**src/rtl/bullet_pkg.sv**
```systemverilog
// Shared constants, slot record and helpers for the bullet pool.
package bullet_pkg;

  localparam logic [1:0] DIR_STILL = 2'b00;
  localparam logic [1:0] DIR_POS   = 2'b01;
  localparam logic [1:0] DIR_NEG   = 2'b10;

  localparam int unsigned REC_X_W = 8;
  localparam int unsigned REC_Y_W = 7;
  localparam int unsigned AGE_W   = 8;

  typedef struct packed {
    logic [REC_X_W-1:0] x;
    logic [REC_Y_W-1:0] y;
    logic [1:0]         dx;
    logic [1:0]         dy;
    logic [AGE_W-1:0]   age;
    logic               active;
  } slot_t;

  typedef enum logic [1:0] {
    SCAN_IDLE,
    SCAN_SCAN,
    SCAN_PRESENT
  } scan_state_e;

  function automatic int unsigned clog2(input int unsigned v);
    int unsigned r;
    r = 0;
    while ((32'd1 << r) < v) r++;
    return r;
  endfunction

endpackage

```
**src/rtl/bullet_slot.sv**
```systemverilog
// One bullet record: spawn load, per-tick motion with retire, and kill.
module bullet_slot
  import bullet_pkg::*;
#(
  parameter int unsigned X_W      = REC_X_W,
  parameter int unsigned Y_W      = REC_Y_W,
  parameter int unsigned SCREEN_W = 160,
  parameter int unsigned SCREEN_H = 120,
  parameter int unsigned SPEED    = 2,
  parameter int unsigned LIFETIME = 60
) (
  input  logic           clk,
  input  logic           rst_n,
  input  logic           load_i,
  input  logic [X_W-1:0] ld_x_i,
  input  logic [Y_W-1:0] ld_y_i,
  input  logic [1:0]     ld_dx_i,
  input  logic [1:0]     ld_dy_i,
  input  logic           move_i,
  input  logic           kill_i,
  output logic           active_o,
  output logic           active_nxt_c,
  output logic [X_W-1:0] x_o,
  output logic [Y_W-1:0] y_o
);

  localparam int unsigned XW1 = X_W + 1;
  localparam int unsigned YW1 = Y_W + 1;
  localparam int unsigned AW1 = AGE_W + 1;

  slot_t          rec_q, rec_d;
  logic [XW1-1:0] nx_c;
  logic [YW1-1:0] ny_c;
  logic           out_c;
  logic           expire_c;

  // Load only targets a free slot; kill beats motion on a live slot.
  always_comb begin
    rec_d = rec_q;
    nx_c  = {1'b0, X_W'(rec_q.x)};
    ny_c  = {1'b0, Y_W'(rec_q.y)};
    if (rec_q.dx == DIR_POS)      nx_c = nx_c + XW1'(SPEED);
    else if (rec_q.dx == DIR_NEG) nx_c = nx_c - XW1'(SPEED);
    if (rec_q.dy == DIR_POS)      ny_c = ny_c + YW1'(SPEED);
    else if (rec_q.dy == DIR_NEG) ny_c = ny_c - YW1'(SPEED);
    out_c    = (nx_c >= XW1'(SCREEN_W)) || (ny_c >= YW1'(SCREEN_H));
    expire_c = (LIFETIME != 0) &&
               (({1'b0, rec_q.age} + AW1'(1)) == AW1'(LIFETIME));

    if (load_i) begin
      rec_d.x      = REC_X_W'(ld_x_i);
      rec_d.y      = REC_Y_W'(ld_y_i);
      rec_d.dx     = ld_dx_i;
      rec_d.dy     = ld_dy_i;
      rec_d.age    = '0;
      rec_d.active = 1'b1;
    end else if (rec_q.active) begin
      if (kill_i) begin
        rec_d.active = 1'b0;
      end else if (move_i) begin
        if (out_c || expire_c) begin
          rec_d.active = 1'b0;
        end else begin
          rec_d.x   = REC_X_W'(nx_c[X_W-1:0]);
          rec_d.y   = REC_Y_W'(ny_c[Y_W-1:0]);
          rec_d.age = rec_q.age + AGE_W'(1);
        end
      end
    end
    active_nxt_c = rec_d.active;
  end

  always_ff @(posedge clk or negedge rst_n) begin
    if (!rst_n) rec_q <= '0;
    else        rec_q <= rec_d;
  end

  assign active_o = rec_q.active;
  assign x_o      = X_W'(rec_q.x);
  assign y_o      = Y_W'(rec_q.y);

endmodule

```
**src/rtl/bullet_pool.sv**
```systemverilog
// Bullet pool: fire edge detect, priority allocator, cooldown, plot scanner, live counter.
module bullet_pool
  import bullet_pkg::*;
#(
  parameter int unsigned NUM_BULLETS = 16,
  parameter int unsigned X_W         = REC_X_W,
  parameter int unsigned Y_W         = REC_Y_W,
  parameter int unsigned SCREEN_W    = 160,
  parameter int unsigned SCREEN_H    = 120,
  parameter int unsigned SPEED       = 2,
  parameter int unsigned LIFETIME    = 60,
  parameter int unsigned COOLDOWN    = 8,
  localparam int unsigned IDX_W      = clog2(NUM_BULLETS)
) (
  input  logic                   clk,
  input  logic                   reset,
  input  logic                   fire,
  input  logic [1:0]             direct_x,
  input  logic [1:0]             direct_y,
  input  logic [X_W-1:0]         ship_x,
  input  logic [Y_W-1:0]         ship_y,
  input  logic                   tick,
  input  logic                   kill_valid,
  input  logic [IDX_W-1:0]       kill_idx,
  output logic                   plot_valid,
  input  logic                   plot_ready,
  output logic [X_W-1:0]         plot_x,
  output logic [Y_W-1:0]         plot_y,
  output logic [IDX_W-1:0]       plot_idx,
  output logic [NUM_BULLETS-1:0] active_mask,
  output logic [IDX_W:0]         live_count,
  output logic                   fire_accepted,
  output logic                   pool_full,
  output logic                   tick_overrun
);

  localparam int unsigned CD_W  = clog2(COOLDOWN + 2);
  localparam int unsigned CNT_W = IDX_W + 1;

  logic                   fire_q1, fire_q2;
  logic [CD_W-1:0]        cd_q, cd_d;
  logic                   fa_q;
  logic                   rise_c, moving_c, accept_c, any_free_c;
  logic [IDX_W-1:0]       free_idx_c;
  logic [NUM_BULLETS-1:0] load_c, kill_c, act_nxt_c;
  logic [CNT_W-1:0]       cnt_q, cnt_c;
  logic                   full_q;
  logic [X_W-1:0]         slot_x [NUM_BULLETS];
  logic [Y_W-1:0]         slot_y [NUM_BULLETS];

  scan_state_e      state_q, state_d;
  logic [IDX_W-1:0] idx_q, idx_d;
  logic             pending_q, pending_d, overrun_q, overrun_d, move_c, last_c;
  logic             pv_q, pv_d;
  logic [X_W-1:0]   px_q, px_d;
  logic [Y_W-1:0]   py_q, py_d;
  logic [IDX_W-1:0] pidx_q, pidx_d;

  // Lowest-index free slot, taken from the mask before any same-cycle kill.
  always_comb begin
    any_free_c = 1'b0;
    free_idx_c = '0;
    for (int i = NUM_BULLETS - 1; i >= 0; i--) begin
      if (!active_mask[i]) begin
        any_free_c = 1'b1;
        free_idx_c = IDX_W'(i);
      end
    end
  end

  always_comb begin
    rise_c   = fire_q1 & ~fire_q2;
    moving_c = (direct_x == DIR_POS) || (direct_x == DIR_NEG) ||
               (direct_y == DIR_POS) || (direct_y == DIR_NEG);
    accept_c = rise_c && (cd_q == '0) && any_free_c && moving_c;
    cd_d     = cd_q;
    if (accept_c)          cd_d = CD_W'(COOLDOWN);
    else if (cd_q != '0)   cd_d = cd_q - CD_W'(1);
    load_c = '0;
    if (accept_c) load_c[free_idx_c] = 1'b1;
    kill_c = '0;
    if (kill_valid) kill_c[kill_idx] = 1'b1;
  end

  for (genvar g = 0; g < NUM_BULLETS; g++) begin : g_slot
    bullet_slot #(
      .X_W(X_W), .Y_W(Y_W), .SCREEN_W(SCREEN_W), .SCREEN_H(SCREEN_H),
      .SPEED(SPEED), .LIFETIME(LIFETIME)
    ) u_slot (
      .clk          (clk),
      .rst_n        (reset),
      .load_i       (load_c[g]),
      .ld_x_i       (ship_x),
      .ld_y_i       (ship_y),
      .ld_dx_i      (direct_x),
      .ld_dy_i      (direct_y),
      .move_i       (move_c),
      .kill_i       (kill_c[g]),
      .active_o     (active_mask[g]),
      .active_nxt_c (act_nxt_c[g]),
      .x_o          (slot_x[g]),
      .y_o          (slot_y[g])
    );
  end

  // Count the next mask so the registered count lines up with active_mask.
  always_comb begin
    cnt_c = '0;
    for (int i = 0; i < NUM_BULLETS; i++) cnt_c = cnt_c + CNT_W'(act_nxt_c[i]);
  end

  always_comb begin
    state_d   = state_q;
    idx_d     = idx_q;
    pending_d = pending_q;
    overrun_d = overrun_q;
    move_c    = 1'b0;
    pv_d      = pv_q;
    px_d      = px_q;
    py_d      = py_q;
    pidx_d    = pidx_q;
    last_c    = (idx_q == IDX_W'(NUM_BULLETS - 1));

    if (tick && (state_q != SCAN_IDLE)) begin
      if (pending_q) overrun_d = 1'b1;
      else           pending_d = 1'b1;
    end

    case (state_q)
      SCAN_IDLE: begin
        if (tick || pending_q) begin
          move_c    = 1'b1;
          idx_d     = '0;
          pending_d = pending_q && tick;
          state_d   = SCAN_SCAN;
        end
      end
      SCAN_SCAN: begin
        if (active_mask[idx_q]) begin
          pv_d    = 1'b1;
          px_d    = slot_x[idx_q];
          py_d    = slot_y[idx_q];
          pidx_d  = idx_q;
          state_d = SCAN_PRESENT;
        end else if (last_c) begin
          state_d = SCAN_IDLE;
        end else begin
          idx_d = idx_q + IDX_W'(1);
        end
      end
      SCAN_PRESENT: begin
        if (plot_ready) begin
          pv_d = 1'b0;
          if (last_c) begin
            state_d = SCAN_IDLE;
          end else begin
            idx_d   = idx_q + IDX_W'(1);
            state_d = SCAN_SCAN;
          end
        end
      end
      default: state_d = SCAN_IDLE;
    endcase
  end

  always_ff @(posedge clk or negedge reset) begin
    if (!reset) begin
      fire_q1   <= 1'b0;
      fire_q2   <= 1'b0;
      cd_q      <= '0;
      fa_q      <= 1'b0;
      cnt_q     <= '0;
      full_q    <= 1'b0;
      state_q   <= SCAN_IDLE;
      idx_q     <= '0;
      pending_q <= 1'b0;
      overrun_q <= 1'b0;
      pv_q      <= 1'b0;
      px_q      <= '0;
      py_q      <= '0;
      pidx_q    <= '0;
    end else begin
      fire_q1   <= fire;
      fire_q2   <= fire_q1;
      cd_q      <= cd_d;
      fa_q      <= accept_c;
      cnt_q     <= cnt_c;
      full_q    <= &act_nxt_c;
      state_q   <= state_d;
      idx_q     <= idx_d;
      pending_q <= pending_d;
      overrun_q <= overrun_d;
      pv_q      <= pv_d;
      px_q      <= px_d;
      py_q      <= py_d;
      pidx_q    <= pidx_d;
    end
  end

  assign plot_valid    = pv_q;
  assign plot_x        = px_q;
  assign plot_y        = py_q;
  assign plot_idx      = pidx_q;
  assign live_count    = cnt_q;
  assign fire_accepted = fa_q;
  assign pool_full     = full_q;
  assign tick_overrun  = overrun_q;

endmodule

```
**config.mk**
```make
export PLATFORM = sky130hd
export DESIGN_NAME = bullet_pool
export DESIGN_NICKNAME = d
export VERILOG_FILES = /design/src/rtl/bullet_pkg.sv /design/src/rtl/bullet_slot.sv /design/src/rtl/bullet_pool.sv
export SDC_FILE = /design/constraint.sdc
export NUM_CORES = 2
export LEC_CHECK = 0
export ABC_AREA = 1
export CAP_MARGIN = 20
export CORE_MARGIN = 2
export CORE_UTILIZATION = 58
export DETAILED_ROUTE_END_ITERATION = 7
export PLACE_DENSITY = 0.78
export SYNTH_ARGS = -nofsm -noshare
export SYNTH_HDL_FRONTEND = slang
export SYNTH_HIERARCHICAL = 1
export SYNTH_SLANG_ARGS = --single-unit
```
**constraint.sdc**
```tcl
create_clock -name clk -period 5.15 [get_ports clk]
set_input_delay 0.515 -clock clk [delete_from_list [all_inputs] [get_ports clk]]
set_output_delay 0.515 -clock clk [all_outputs]
set_load 0.05 [all_outputs]
```
==> summary.txt <==
Power
  • Pwr Density: 322.2 mW/mm^2
  • Sequential Power Share: 34.2%
  • Internal power: 8.072 mW
  • Clk network pwr share: 34.9%
  • Max IR drop VDD: 0.0002818 V
  • Sw Ratio: 39.00%
  • Overall Power: 13.23 mW
  • Combinational power share: 30.9%
  • Net Switching: 5.160 mW
  • Leak pwr: 20.88 nW

STA
  • Total negative slack: 0 ns
  • Final setup vio count: 0
  • Worst slew pin tran: 1.026 ns
  • Final Hold Fails: 0
  • Fin. max-slew vios: 0
  • Fmax: 204.9 MHz
  • Fin crit share: 94.75%
  • Final min period: 4.880 ns
  • Worst clock skew: 0.03127 ns
  • Relative slew slack: 30.94%
  • Setup WS post-layout: 0.2702 ns

Finish
  • Share of layout cells above drive strength 1: 6.182%
  • Flip-flop and latch area: 0.01225 sq mm
  • Fill count: 6309
  • Layout overhead on the synthesized area: 4.535%
  • # nets final: 6148
  • Multi-input logic area: 0.02200 sq mm

Synthesis
  • Syn Inst Count: 6243
  • Mux share of post-synthesis cell area: 0%
  • Top-area cell type share of the netlist area: 31.15%
  • Synth Area in Adders: 3.440%
  • Syn nets: 6374
  • Flop and latch count out of synthesis: 489
  • Library cell with the largest summed area after synthesis: dfrtp_1
  • Avg Cell Area, Syn: 6.292 sq um
  • Xor/xnor cell area share of the yosys netlist: 1.249%
  • Largest family of logic cells by synthesized area: simple AND/OR/NAND/NOR gates
  • Syn Std Cell Area: 0.03928 sq mm
  • Ys Warns: 6
  • Synth Area in Simple Gates: 42.97%
  • Compound-cell area share of the yosys netlist: 8.125%
  • Synth top area cells: dfrtp_1, nand2_1, nand3_1
  • Seq/Total Area, Yosys: 31.15%
  • Synth cell types: 50

Floorplanning
  • Die footprint: 0.06983 sq mm
  • Starting Density: 58.49%
  • Core Rows: 95
  • Die Y: 264.3 um
  • Core Footprint: 0.06716 sq mm
  • Die width: 264.3 um
  • Io pins: 73

Route
  • Vias per std cell: 5.716
  • First drt pass iteration count: 6
  • Vias: 39670
  • Antenna-violating nets left: 0
  • Initial DRC count: 4312
  • Remaining DRCs: 0
  • Final wirelength: 123400 um
  • Wire per inst: 17.78 um

Placement
  • Final GP Congestion: 1.031
  • Port bufs: 72
  • Dpl hpwl: 82750 um
  • Pre-CTS setup slack: 0.06526 ns

Job
  • Max-cap viol count: 0

GRT
  • Vias in the first global route: 35880
  • Largest net degree at the start of global routing: 135
  • Antenna violations before repair: 5
  • First-pass GRT wire length: 195800 um
  • Total global routing track utilization: 35.09%
  • Total gr overflow: 0

Clock tree
  • Cts bufs inserted: 58
  • CTS Buffer Depth: 3
  • CTS tree: yes
  • Clock Tree Root: clkbuf_16
  • CTS HTree Levels: 2
  • Clock sink count: 489
  • Clock latency on the worst-skew pair: 0.65 ns
  • Post-CTS Setup Repair Bufs: 0
  • Clock Pin Slew Worst Setup and Hold Paths: 0.07 ns

Setup path
  • Worst Setup Start Kind: flip-flop
  • Crit. End Element: flip-flop
  • Slowest CP cell: fa_1
  • Largest delay share family, worst path: adder cells
  • Buf/Inv on CP: 5
  • Crit path cell chain: ha_1 -> nand2_1 -> nor2_1 -> nand3b_1 -> nand2_1 -> nand2_1 -> nand2_1 -> inv_1 -> nand2_2 -> nand3_1 -> nand2_1 -> nand3b_1 -> nand2_1 -> inv_1 -> fa_1 -> fa_1 -> fa_1 -> fa_1 -> inv_1 -> ha_1 -> inv_1 -> fa_2 -> inv_1
  • Worst path most repeated cell: nand2_1
  • Max incr delay on CP: 0.55 ns
  • Crit path kind: flip-flop to flip-flop
  • CP Max Fanout: 9
  • CP arrival: 5.42 ns
  • Critical Path RT: 5.69 ns
  • R2R setup slack: 0.27 ns

Hold path
  • Hold crit path type: flip-flop to flip-flop

Status
  • Status: finished, final reports clean
## power by group through the flow
| stage | Combinational [mW] | Sequential [mW] | Clock, mW |
|---|---|---|---|
| after CTS | 3.96 | 4.51 | 4.67 |
| after global routing | 4.38 | 4.56 | 4.82 |
| final | 4.08 | 4.53 | 4.62 |
| after global placement | 3.89 | 4.56 | 0 |
| after floorplan | 2.41 | 4.71 | 0 |
| after detailed placement | 3.94 | 4.57 | 0 |
## kinds of logic (layout without fill, tap and decap cells)
family                     count (synthesis)  in the layout
AOI/OAI and AO/OA                        591            591
xor gates and xnor gates                  56             56
adders and majority gates                102            102
buffers and inverters                   1015            838
DFF                                      489            489
other                                      0              2
and+or+nand+nor                         3990           3990
## sequential cells by signal, summed over array words and instances (netlist names)
signal,count
g_slot.u_slot/active_o,16
fire_q1,1
g_slot.u_slot/y_o,112
plot_y,7
tick_overrun,1
fire_q2,1
g_slot.u_slot/x_o,128
fire_accepted,1
g_slot.u_slot/rec_q,192
live_count,5
plot_valid,1
pool_full,1
plot_idx,4
state_q,2
pending_q,1
plot_x,8
idx_q,4
cd_q,4
## layout make-up
cell class	instances	share of cell area, %
antenna	2	0.01219
inverter	564	5.177
clock inverter	39	1.267
multi-input combinational	4739	53.57
tap	873	2.660
clock buffer	70	3.866
timing repair buffer	165	3.626
sequential	489	29.82
## Yosys cell counts (all sizes together)
| master | number |
|---|---|
| nand2 | 2366 |
| a22oi | 1 |
| inv | 561 |
| dfrtp | 489 |
| nor4 | 6 |
| nand3b | 32 |
| xor2 | 36 |
| clkinv | 3 |
| xnor2 | 20 |
| a32o | 2 |
| a31oi | 20 |
| nor2 | 666 |
| o21ai | 401 |
| o221ai | 22 |
| clkbuf | 108 |
| ha | 92 |
| o211ai | 6 |
| or2 | 32 |
| nor3b | 31 |
| a221oi | 6 |
| buf | 343 |
| nor3 | 42 |
| o2111ai | 2 |
| a21oi | 102 |
| nand4 | 57 |
| fa | 10 |
| or3 | 1 |
| o22ai | 10 |
| o21bai | 17 |
| nand3 | 757 |
| o31ai | 1 |
| a31o | 1 |
## per-layer routing
layer / vias to the layer above / GRT usage (%) / wire length [um]
li1: 19210 / - / -
met1: 18220 / 47.52 / 50420
met2: 1848 / 52.75 / 52650
met3: 387 / 6.944 / 12680
met4: 6 / 19.43 / 7591
met5: - / 0 / 46
## worst reg2reg max path: stages, from the launching register on
cell and delay, ns:
dfrtp_1 0.50, ha_1 0.22, nand2_1 0.06, nor2_1 0.13, nand3b_1 0.11, nand2_1 0.08, nand2_1 0.05, nand2_1 0.07
inv_1 0.05, nand2_2 0.08, nand3_1 0.22, nand2_1 0.16, nand3b_1 0.11, nand2_1 0.11, inv_1 0.07, fa_1 0.55
fa_1 0.44, fa_1 0.54, fa_1 0.41, inv_1 0.07, ha_1 0.16, inv_1 0.06, fa_2 0.51, inv_1 0.03
## worst paths after layout
kind	depth (start not counted)	start	end
worst max-delay path	23	g_slot[5].u_slot/x_o[1]$_DFFE_PN0P_	live_count[1]$_DFF_PN0_
worst min-delay path	0	fire_q1$_DFF_PN0_	fire_q2$_DFF_PN0_
worst max register to register	23	g_slot[5].u_slot/x_o[1]$_DFFE_PN0P_	live_count[1]$_DFF_PN0_
worst min register to register	0	fire_q1$_DFF_PN0_	fire_q2$_DFF_PN0_
max in group asynchronous	3	reset	g_slot[3].u_slot/y_o[4]$_DFFE_PN0P_
min in group asynchronous	2	reset	g_slot[5].u_slot/rec_q[6]$_DFFE_PN0P_
## cell usage in the layout, fill, tap and decap left out, types with 22 or more instances in the layout
master           instances
nand2_1               2323
nand3_1                739
nor2_1                 601
inv_1                  557
dfrtp_1                484
o21ai_0                396
a21oi_1                100
ha_1                    91
buf_4                   87
clkdlybuf4s50_1         71
nor2_2                  62
clkbuf_16               59
nand4_1                 42
nor3_1                  42
nand2_2                 40
xor2_1                  36
nand3b_1                31
nor3b_1                 30
o221ai_1                22
## stage by stage
stage          utilization (%)  instance area (sq um)  instances  hold WS [ns]
3_5_place_dp             57.92                  38890       6829        0.3641
3_3_place_gp             57.92                  38890       6829        0.3486
5_1_grt                  61.14                  41060       6939        0.3711
6_report                 61.15                  41070       6941        0.3713
2_1_floorplan                -                  39300       6243        0.2194
4_1_cts                  61.07                  41010       6939        0.3470
## repair_timing
action | CTS | global route
hold buffers | 1 | 0
endpoints found under the hold margin | 59 | 0
resized for setup | 0 | 16
setup endpoints to repair | 0 | 4
(Power assumes the default switching activity.)
